## src/rtl/bank_sched_pkg.sv

```systemverilog
// Shared types and helpers for the bank scheduler: port-id sizing,
// the address-window check and the read-response pipe entry.
package bank_sched_pkg;

  // Widest port id the response pipe can carry (up to 256 ports).
  localparam int PORT_ID_MAX_W = 8;

  // Port-id width for a given port count, never narrower than one bit.
  function automatic int portIdWidth(input int n);
    return (n > 1) ? $clog2(n) : 1;
  endfunction

  // Inclusive window check; both bounds compared independently, unsigned.
  function automatic logic in_range(input logic [63:0] addr,
                                    input logic [63:0] lo,
                                    input logic [63:0] hi);
    logic geLo;
    logic leHi;
    geLo = (addr >= lo);
    leHi = (addr <= hi);
    return geLo && leHi;
  endfunction

  // One slot of the read-return pipe: valid only for reads.
  typedef struct packed {
    logic                     valid;
    logic [PORT_ID_MAX_W-1:0] portId;
  } rspEntry_t;

endpackage

```

## src/rtl/bank_scheduler_n_rr_arbiter.sv

```systemverilog
// One-hot arbiter with either fixed priority (port 0 highest) or a
// round-robin pointer that moves past the last winner.
module rr_arbiter #(
  parameter int N       = 4,
  parameter int RR_MODE = 1,
  parameter int ID_W    = 2
) (
  input  logic            clk,
  input  logic            rst_n,
  input  logic [N-1:0]    req,
  output logic [N-1:0]    gnt,
  output logic [ID_W-1:0] gnt_id
);

  logic [ID_W-1:0] rrPtr;

  // Pick the first requester, starting at rrPtr (round robin) or 0 (fixed).
  always_comb begin
    int  idx;
    logic found;
    gnt    = '0;
    gnt_id = '0;
    found  = 1'b0;
    idx    = 0;
    for (int k = 0; k < N; k++) begin
      if (RR_MODE != 0) idx = int'(rrPtr) + k;
      else              idx = k;
      if (idx >= N) idx = idx - N;
      if (!found && req[idx]) begin
        found       = 1'b1;
        gnt[idx]    = 1'b1;
        gnt_id      = ID_W'(idx);
      end
    end
  end

  // Advance the pointer just past the winner; hold when nobody is granted.
  always_ff @(posedge clk or negedge rst_n) begin
    if (!rst_n) begin
      rrPtr <= '0;
    end else if (|req) begin
      rrPtr <= (gnt_id == ID_W'(N - 1)) ? '0 : gnt_id + ID_W'(1);
    end
  end

endmodule

```

## src/rtl/bank_scheduler_n.sv

```systemverilog
// N-port scheduler in front of a single-port BRAM bank owning the global
// window [LOWER_ADDR, UPPER_ADDR]. One access issued per cycle through
// registered bank controls; read data routed back after MEM_LATENCY.
//
// Handshake: a transfer happens on any rising edge where req_valid[i] and
// req_ready[i] are both high. req_ready is combinational from the current
// request inputs; a requester keeps valid/we/addr/wdata stable until it sees
// ready. conflict[i] flags an in-window request that lost arbitration.
module bank_scheduler_n
  import bank_sched_pkg::*;
#(
  parameter int NUM_PORTS   = 4,
  parameter int ADDR_WIDTH  = 13,
  parameter int DATA_WIDTH  = 32,
  parameter int LOWER_ADDR  = 0,
  parameter int UPPER_ADDR  = 4,
  parameter int RR_MODE     = 1,
  parameter int MEM_LATENCY = 1
) (
  input  logic                            clk,
  input  logic                            rst_n,
  input  logic [NUM_PORTS-1:0]            req_valid,
  input  logic [NUM_PORTS-1:0]            req_we,
  input  logic [NUM_PORTS*ADDR_WIDTH-1:0] req_addr,
  input  logic [NUM_PORTS*DATA_WIDTH-1:0] req_wdata,
  output logic [NUM_PORTS-1:0]            req_ready,
  output logic [NUM_PORTS-1:0]            conflict,
  output logic                            mem_en,
  output logic                            mem_we,
  output logic [ADDR_WIDTH-1:0]           mem_addr,
  output logic [DATA_WIDTH-1:0]           mem_wdata,
  input  logic [DATA_WIDTH-1:0]           mem_rdata,
  output logic [NUM_PORTS-1:0]            rsp_valid,
  output logic [DATA_WIDTH-1:0]           rsp_data
);

  localparam int ID_W = portIdWidth(NUM_PORTS);
  localparam logic [ADDR_WIDTH-1:0] LOWER_A = ADDR_WIDTH'(LOWER_ADDR);

  logic [NUM_PORTS-1:0]  eligible;
  logic [NUM_PORTS-1:0]  arbReq;
  logic [NUM_PORTS-1:0]  gnt;
  logic [ID_W-1:0]       gntId;
  logic                  selWe;
  logic [ADDR_WIDTH-1:0] selAddr;
  logic [DATA_WIDTH-1:0] selWdata;
  logic [ID_W-1:0]       issueId;
  rspEntry_t             rspPipe [MEM_LATENCY];

  // A port competes only when valid and its address falls inside the window.
  always_comb begin
    eligible = '0;
    for (int i = 0; i < NUM_PORTS; i++) begin
      eligible[i] = req_valid[i] &
                    in_range(64'(req_addr[i*ADDR_WIDTH +: ADDR_WIDTH]),
                             64'(LOWER_ADDR), 64'(UPPER_ADDR));
    end
  end

  // No grants while reset is asserted.
  assign arbReq = eligible & {NUM_PORTS{rst_n}};

  rr_arbiter #(
    .N       (NUM_PORTS),
    .RR_MODE (RR_MODE),
    .ID_W    (ID_W)
  ) u_arb (
    .clk    (clk),
    .rst_n  (rst_n),
    .req    (arbReq),
    .gnt    (gnt),
    .gnt_id (gntId)
  );

  assign req_ready = gnt;
  assign conflict  = eligible & ~gnt;

  // One-hot mux of the winning port's request fields.
  always_comb begin
    selWe    = 1'b0;
    selAddr  = '0;
    selWdata = '0;
    for (int i = 0; i < NUM_PORTS; i++) begin
      if (gnt[i]) begin
        selWe    = req_we[i];
        selAddr  = req_addr[i*ADDR_WIDTH +: ADDR_WIDTH];
        selWdata = req_wdata[i*DATA_WIDTH +: DATA_WIDTH];
      end
    end
  end

  // Issue registers: translate to the bank-local address; hold addr/data when idle.
  always_ff @(posedge clk or negedge rst_n) begin
    if (!rst_n) begin
      mem_en    <= 1'b0;
      mem_we    <= 1'b0;
      mem_addr  <= '0;
      mem_wdata <= '0;
      issueId   <= '0;
    end else if (|gnt) begin
      mem_en    <= 1'b1;
      mem_we    <= selWe;
      mem_addr  <= selAddr - LOWER_A;
      mem_wdata <= selWdata;
      issueId   <= gntId;
    end else begin
      mem_en    <= 1'b0;
      mem_we    <= 1'b0;
    end
  end

  // Response pipe fed from the issued access, so its tail lines up with mem_rdata.
  always_ff @(posedge clk or negedge rst_n) begin
    if (!rst_n) begin
      for (int k = 0; k < MEM_LATENCY; k++) rspPipe[k] <= '0;
    end else begin
      rspPipe[0] <= '{valid: mem_en & ~mem_we, portId: PORT_ID_MAX_W'(issueId)};
      for (int k = 1; k < MEM_LATENCY; k++) rspPipe[k] <= rspPipe[k-1];
    end
  end

  // Decode the pipe tail into the one-hot response strobe.
  always_comb begin
    rsp_valid = '0;
    for (int i = 0; i < NUM_PORTS; i++) begin
      rsp_valid[i] = rspPipe[MEM_LATENCY-1].valid &&
                     (rspPipe[MEM_LATENCY-1].portId == PORT_ID_MAX_W'(i));
    end
  end

  assign rsp_data = mem_rdata;

endmodule

```

## config.mk

```make
export PLATFORM = sky130hd
export DESIGN_NAME = bank_scheduler_n
export DESIGN_NICKNAME = d
export VERILOG_FILES = /design/src/rtl/bank_sched_pkg.sv /design/src/rtl/bank_scheduler_n_rr_arbiter.sv /design/src/rtl/bank_scheduler_n.sv
export SDC_FILE = /design/constraint.sdc
export NUM_CORES = 1
export LEC_CHECK = 0
export ABC_AREA = 1
export CORE_MARGIN = 3
export CORE_UTILIZATION = 38
export DETAILED_ROUTE_END_ITERATION = 10
export GPL_TIMING_DRIVEN = 0
export PLACE_DENSITY = 0.83
export SETUP_SLACK_MARGIN = 0.05
export SLEW_MARGIN = 20
export SYNTH_ARGS = -nofsm -noshare
export SYNTH_HDL_FRONTEND = slang
export SYNTH_SLANG_ARGS = --single-unit
```

## constraint.sdc

```tcl
create_clock -name clk -period 3.5 [get_ports clk]
set_input_delay 0.7 -clock clk [delete_from_list [all_inputs] [get_ports clk]]
set_output_delay 0.7 -clock clk [all_outputs]
set_load 0.1 [all_outputs]
```

# Yosys cells after proc, flatten, opt, wreduce, memory -nomap -nowiden
# Index checks and enable logic that the tools add are counted.
[word_totals]
regBits = 54
input_bits = 222
output_inout_bits = 91
wordCells = 115
[op_classes]
n_addsub = 8
magnitude_cmp = 16
eq_ne = 4
mux = 50
bitwise_logic = 12
reduce_logical = 17
[ops]
columns = ["op", "n"]
rows = [
  ["32-bit 2-to-1 mux", 8],
  ["32-bit by 1-bit >= comparator with 1-bit output, second input constant", 4],
  ["32-bit by 4-bit less-than comparator with 1-bit output, second input constant", 4],
  ["32-bit by 4-bit >= comparator with 1-bit output, second input constant", 3],
  ["32-bit by 4-bit subtractor with 32-bit output, second input constant", 3],
  ["13-bit by 3-bit <= comparator with 1-bit output, second input constant", 4],
  ["13-bit 2-to-1 mux", 4],
  ["1-bit 2-to-1 mux", 21],
  ["4-bit 2-to-1 mux", 4],
  ["4-bit bitwise OR", 3],
  ["1-bit logical AND", 11],
  ["2-bit 2-to-1 mux", 5],
  ["4-bit AND", 2],
  ["1-bit binary-select mux with 2-bit select", 4],
  ["1-bit demux with 2-bit select", 4],
  ["8-bit zero test", 1],
  ["4-bit OR reduction", 2],
  ["2-bit by 2-bit adder with 3-bit output, second input constant", 2],
  ["2-bit == test, second input constant", 3],
  ["1-bit AND", 5],
  ["4-bit inverter", 1],
  ["2-bit by 3-bit subtractor with 4-bit output, second input constant", 1],
  ["2-bit by 1-bit adder with 3-bit output, second input constant", 1],
  ["2-bit by 3-bit >= comparator with 1-bit output, second input constant", 1],
  ["other kinds (4)", 6],
]

# Longest topological paths before layout
[depth]
word_depth = 21
mapped_depth = 18
mapped_depth_nobuf = 17

# Hierarchy
# A second synthesis with hierarchy kept.
[unflattened]
hier_cells = 699
area_unflattened_um2 = 4424.2
[by_module_without_submodules]
columns = ["module", "n_inst", "cells_per_inst", "area_per_inst_um2", "seq_area_each_um2"]
rows = [
  ["bank_scheduler_n", 1, 607, 3892.5, 1301.2],
  ["rr_arbiter", 1, 92, 531.8, 50.0],
]

# Least setup slack after synthesis
# Ideal clock, no wire load.
[synth_timing]
path_kind = "input to output"
startpoint = "in req_addr[47]"
endpoint = "out conflict[3]"
arrival_time_ps = 3816
t_required_ps = 2800
setup_slack_ps = -1016
path_stages = 14
path_buffers = 1
path_cell_list = "nor2_1 nand2_1 nor2_1 nand3_2 nand2_1 nand2_1 nand2_2 nand2_4 nand2_2 inv_2 nand3_1 nand3_4 buf_1 nor2_1"
[synth_via]
elab_chain_cells = 18
elab_cells_between_ends = 33
cone_classes = "1 x order compare; 19 x mux; 7 x bitwise; 6 x reduce/logical"
[synth_rtl]
columns = ["element", "line_no", "text"]
rows = [
  ["start, declared", "bank_scheduler_n.sv:24", "input logic [NUM_PORTS*ADDR_WIDTH-1:0] req_addr,"],
  ["13-bit by 3-bit <= comparator with 1-bit output (*)", "bank_sched_pkg.sv:20", "leHi = (addr <= hi);"],
  ["1-bit AND (*)", "bank_scheduler_n.sv:54", "eligible[i] = req_valid[i] &"],
  ["4-bit AND (*)", "bank_scheduler_n.sv:61", "assign arbReq = eligible & {NUM_PORTS{rst_n}};"],
  ["1-bit binary-select mux with 2-bit select", "bank_scheduler_n_rr_arbiter.sv:29", "if (!found && req[idx]) begin"],
  ["1-bit 2-to-1 mux (not written as such) (2 in a row)", "bank_scheduler_n_rr_arbiter.sv:29", ""],
  ["1-bit 2-to-1 mux", "bank_scheduler_n_rr_arbiter.sv:29", ""],
  ["1-bit zero test", "bank_scheduler_n_rr_arbiter.sv:29", ""],
  ["1-bit logical AND", "bank_scheduler_n_rr_arbiter.sv:29", ""],
  ["[... 2 more ...]", "--", ""],
  ["1-bit logical AND", "bank_scheduler_n_rr_arbiter.sv:29", ""],
  ["1-bit 2-to-1 mux", "bank_scheduler_n_rr_arbiter.sv:29", ""],
  ["1-bit zero test", "bank_scheduler_n_rr_arbiter.sv:29", ""],
  ["1-bit logical AND", "bank_scheduler_n_rr_arbiter.sv:29", ""],
  ["4-bit 2-to-1 mux (*)", "bank_scheduler_n_rr_arbiter.sv:29", ""],
  ["net req_ready[3]", "bank_scheduler_n.sv:26", "output logic [NUM_PORTS-1:0] req_ready,"],
  ["4-bit inverter (*)", "bank_scheduler_n.sv:76", "assign conflict = eligible & ~gnt;"],
  ["4-bit AND (*)", "bank_scheduler_n.sv:76", ""],
  ["end, declared", "bank_scheduler_n.sv:27", "output logic [NUM_PORTS-1:0] conflict,"],
]
# The timed path passes the listed nets; every way through them passes the cells marked *. The select of a mux whose other input is x is not followed.

# Worst setup path in the final report
[layout_timing]
startpoint = "in req_addr[2]"
endpoint = "out conflict[1]"
[layout_via]
elab_chain_cells = 18
elab_cells_between_ends = 33
cone_classes = "1 x order compare; 19 x mux; 7 x bitwise; 6 x reduce/logical"
[layout_rtl]
columns = ["element", "line_no"]
rows = [
  ["13-bit by 3-bit <= comparator with 1-bit output (*)", "bank_sched_pkg.sv:20"],
  ["1-bit AND (*)", "bank_scheduler_n.sv:54"],
  ["4-bit AND (*)", "bank_scheduler_n.sv:61"],
  ["1-bit binary-select mux with 2-bit select", "bank_scheduler_n_rr_arbiter.sv:29"],
  ["1-bit 2-to-1 mux (not written as such) (2 in a row)", "bank_scheduler_n_rr_arbiter.sv:29"],
  ["1-bit 2-to-1 mux", "bank_scheduler_n_rr_arbiter.sv:29"],
  ["1-bit zero test", "bank_scheduler_n_rr_arbiter.sv:29"],
  ["1-bit logical AND", "bank_scheduler_n_rr_arbiter.sv:29"],
  ["1-bit 2-to-1 mux", "bank_scheduler_n_rr_arbiter.sv:29"],
  ["1-bit zero test", "bank_scheduler_n_rr_arbiter.sv:29"],
  ["1-bit logical AND", "bank_scheduler_n_rr_arbiter.sv:29"],
  ["1-bit 2-to-1 mux", "bank_scheduler_n_rr_arbiter.sv:29"],
  ["1-bit zero test", "bank_scheduler_n_rr_arbiter.sv:29"],
  ["1-bit logical AND", "bank_scheduler_n_rr_arbiter.sv:29"],
  ["4-bit 2-to-1 mux (*)", "bank_scheduler_n_rr_arbiter.sv:29"],
  ["4-bit inverter (*)", "bank_scheduler_n.sv:76"],
  ["4-bit AND (*)", "bank_scheduler_n.sv:76"],
]
# Mark *: on every way between the ends. The rest lies on a longest branch, timed or not. The select of a mux whose other input is x is not followed.

==> flow_summary.toml <==
[critical_path]
critPathMaxStageDelay_ns = 0.49
crit_arrival_ns = 2.74
startpoint_type = "input pin"
path_cells = "clkdlybuf4s50_1, inv_1, nor2_4, nor2_2, nand3_1, nand2_1, nand3_2, nand2_4, buf_4, nand2_1, nand2_2, inv_2, nand3_4, buf_12, nor2_4, buf_12"
cp_top_family = "buffers and inverters"
crit_fanout = 6
critPathKind = "input pin to output pin"
path_buf_inv = 6
critical_path_depth = 16
cp_slowest_cell = "clkdlybuf4s50_1"
r2r-end = "mem_wdata[30]$_DFFE_PN0P_"
cp.required_ns = 2.80
r2r_start = "u_arb.rrPtr[1]$_DFFE_PN0P_"
worstRegToRegCells = 13
end_kind = "output pin"
regToRegSetupSlack_ns = 0.34

[grt]
grt_max_degree = 42
antenna_found_initial = 0
grt_use_total_pct = 29.1
grt_pass1_vias = 6285
grt_pass1_wl_um = 33300
grt-ovfl-total = 0

[routing]
wirelength_um = 23000
firstDrtPassIters = 8
vias = 6684
ant_nets = 0
drt_iter0_drc = 432
drc_errors = 0
avgViaCountPerCell = 5.15
wl_per_cell_um = 17.7

[sta]
setup_viol = 0
max_freq_mhz = 291
drv_slew = 0
layout_setup_ws_ns = 0.0578
fin_tns_setup_ns = 0
hold_viol = 0
fin_crit_sh_pct = 98.3
skew_ns = 0.00450
fin_crit_ns = 3.44
max-slew-margin-rel_pct = 28.0
tightest_slew_ns = 1.08

[placement]
portBuffers = 280
gp_congestion = 0.941
hpwl_um = 17100
dp_slack_ns = -1.45
placed_cell_area_sq_um = 8090

[min_path]
hp-class = "input pin to asynchronous set/reset pin"

[floorplan]
initial_utilization_pct = 39.2
ios = 313
core.rowCount = 41
die_w_um = 121
die_h_um = 121
die-area_sq_um = 14600
core_sq_um = 12800

[yosys]
yosysTopAreaCellShare_pct = 27.0
ys.flop_type = "dfrtp_1"
synth.distinct_cells = 26
netlist_area_sq_um = 5010
avgSynthCellArea_sq_um = 6.14
yosysTopAreaCell = "dfrtp_1"
synth_edf_count = 0
synth_area_leaders = "dfrtp_1 27%, a21oi_1 15%, nand2_1 14%, nand3_1 10%, inv_1 7.1%"
netlist_instances = 816
synthTopCellsByCount = "192 x nand2_1, 153 x a21oi_1, 105 x nand3_1, 95 x inv_1, 80 x nor2_1"
async_flop_share_pct = 100
yosysMostFrequentCell = "nand2_1"
synth.net_count = 1045
ys_seq_elements = 54
synth_seq_area_share_pct = 27.0
synth_warnings = 0

[clocking]
tritoncts = "yes"
clockBufferDepth = 2
clk_latency_ns = 0.30
h-tree-depth = 2
cts-root-buf = "clkbuf_16"
clock_sinks = 54
clk_pin_slew_worst_paths_ns = 0.08
cts-buffers-inserted = 5

[pwr]
p_leak_uw = 0.00449
peakVddDrop_v = 0.000811
cellPowerDensity_nw_per_um2 = 1110

[final_layout]
fin_util_pct = 69.3
nFillCells = 1132
area_growth_pct = 76.8
drive_above_1_share_pct = 17.9
regArea_sq_um = 1350
final_cell_area_sq_um = 8850
multiInputGateArea_sq_um = 3070
antenna_cells = 0
fin_nets = 1354

[flow_run]
drv_cap = 0

[run_status]
outcome = "finished clean"
==> cell usage in the layout, fill, tap and decap left out, types with 8 or more instances in the layout <==
master,synthesis,routed
buf_12,0,8
clkdlybuf4s50_1,0,237
nor2_4,3,18
buf_4,43,66
nand3_4,2,8
inv_1,95,92
nand2_2,7,16
nor2_1,80,53
inv_2,6,9
buf_2,24,23
o21ai_0,8,8
nand3_2,6,14
dfrtp_1,54,53
nor2_2,3,16
nand2_1,192,177
nand3_1,105,91
a21oi_1,153,153
dlymetal6s2s_1,0,27
==> stage by stage <==
stage | hold slack, ns | power (uW) | std cells
3_5_place_dp | 0.364 | 8880 | 1269
5_1_grt | 0.276 | 10500 | 1298
4_1_cts | 0.267 | 9660 | 1292
6_report | 0.272 | 9850 | 1298
2_1_floorplan | 0.354 | 6870 | 816
3_3_place_gp | 0.363 | 8810 | 1268
==> kinds of logic (layout without fill, tap and decap cells) <==
| family | count (synthesis) | in the layout | share of synthesized area (%) |
|---|---|---|---|
| fa+ha+maj | 7 | 7 | 1.75 |
| compound gates | 163 | 163 | 16.3 |
| buf+inv | 179 | 488 | 18.3 |
| simple gates | 412 | 413 | 36.5 |
| flops | 54 | 54 | 27.0 |
| xor+xnor | 1 | 1 | 0.175 |
==> layout make-up <==
type	instances	share of cell area, %
clock inverters	3	0.495
well taps	172	2.43
inverters	101	4.28
flip-flops and latches	54	15.3
multi-input cells	584	34.7
plain buffers	74	6.09
clock buffers	5	1.41
repair buffers	305	35.3
==> worst max-delay path by stage <==
stage / start / end / slack, ns
floorplan: req_addr[47] / conflict[3] / -0.10
CTS: req_addr[50] / conflict[3] / 0.04
global placement: rst_n / req_ready[3] / -3.43
finish: req_addr[2] / conflict[1] / 0.06
global route: req_addr[2] / conflict[1] / -0.009
detailed placement: req_addr[49] / conflict[3] / -1.45
==> timing repair <==
action                                  4_1_cts  5_1_grt
hold endpoints to repair                      0        0
endpoints found under the setup margin        8       31
resized for setup                           101       86
pin swaps                                    14       43
cloned                                        0        1
hold buffers                                  0        0
buffers inserted                             19        5
==> worst register-to-register path: cells and delay by family (launching register included) <==
kind,cells,cell delay (ns)
and+or+nand+nor,7,0.89
DFF,1,0.49
buffers and inverters,4,1.14
AOI/OAI and AO/OA,1,0.10
adders and majority gates,1,0.44
==> per-layer routing <==
layer	GRT usage (%)	vias up	wire length (um)
met5	0	-	0
met4	8.50	0	607
met3	5.94	55	2070
met2	49.9	401	11300
met1	37.1	3021	9070
li1	-	3207	-
==> registers in the layout (all words and copies together) (netlist names), named ones only <==
signal / flops
u_arb.rrPtr: 1
mem_addr: 13
mem_en: 1
rspPipe: 3
mem_we: 1
mem_wdata: 32
issueId: 2
==> power by group <==
group | total [uW] | internal (uW) | switching (uW) | leakage, uW
combinational | 8060 | 2410 | 5650 | 0.00376
clock | 599 | 340 | 258 | 0.0000842
sequential | 1190 | 999 | 195 | 0.000644
total | 9850 | 3740 | 6110 | 0.00449
Power figures use the tool's default switching activity.
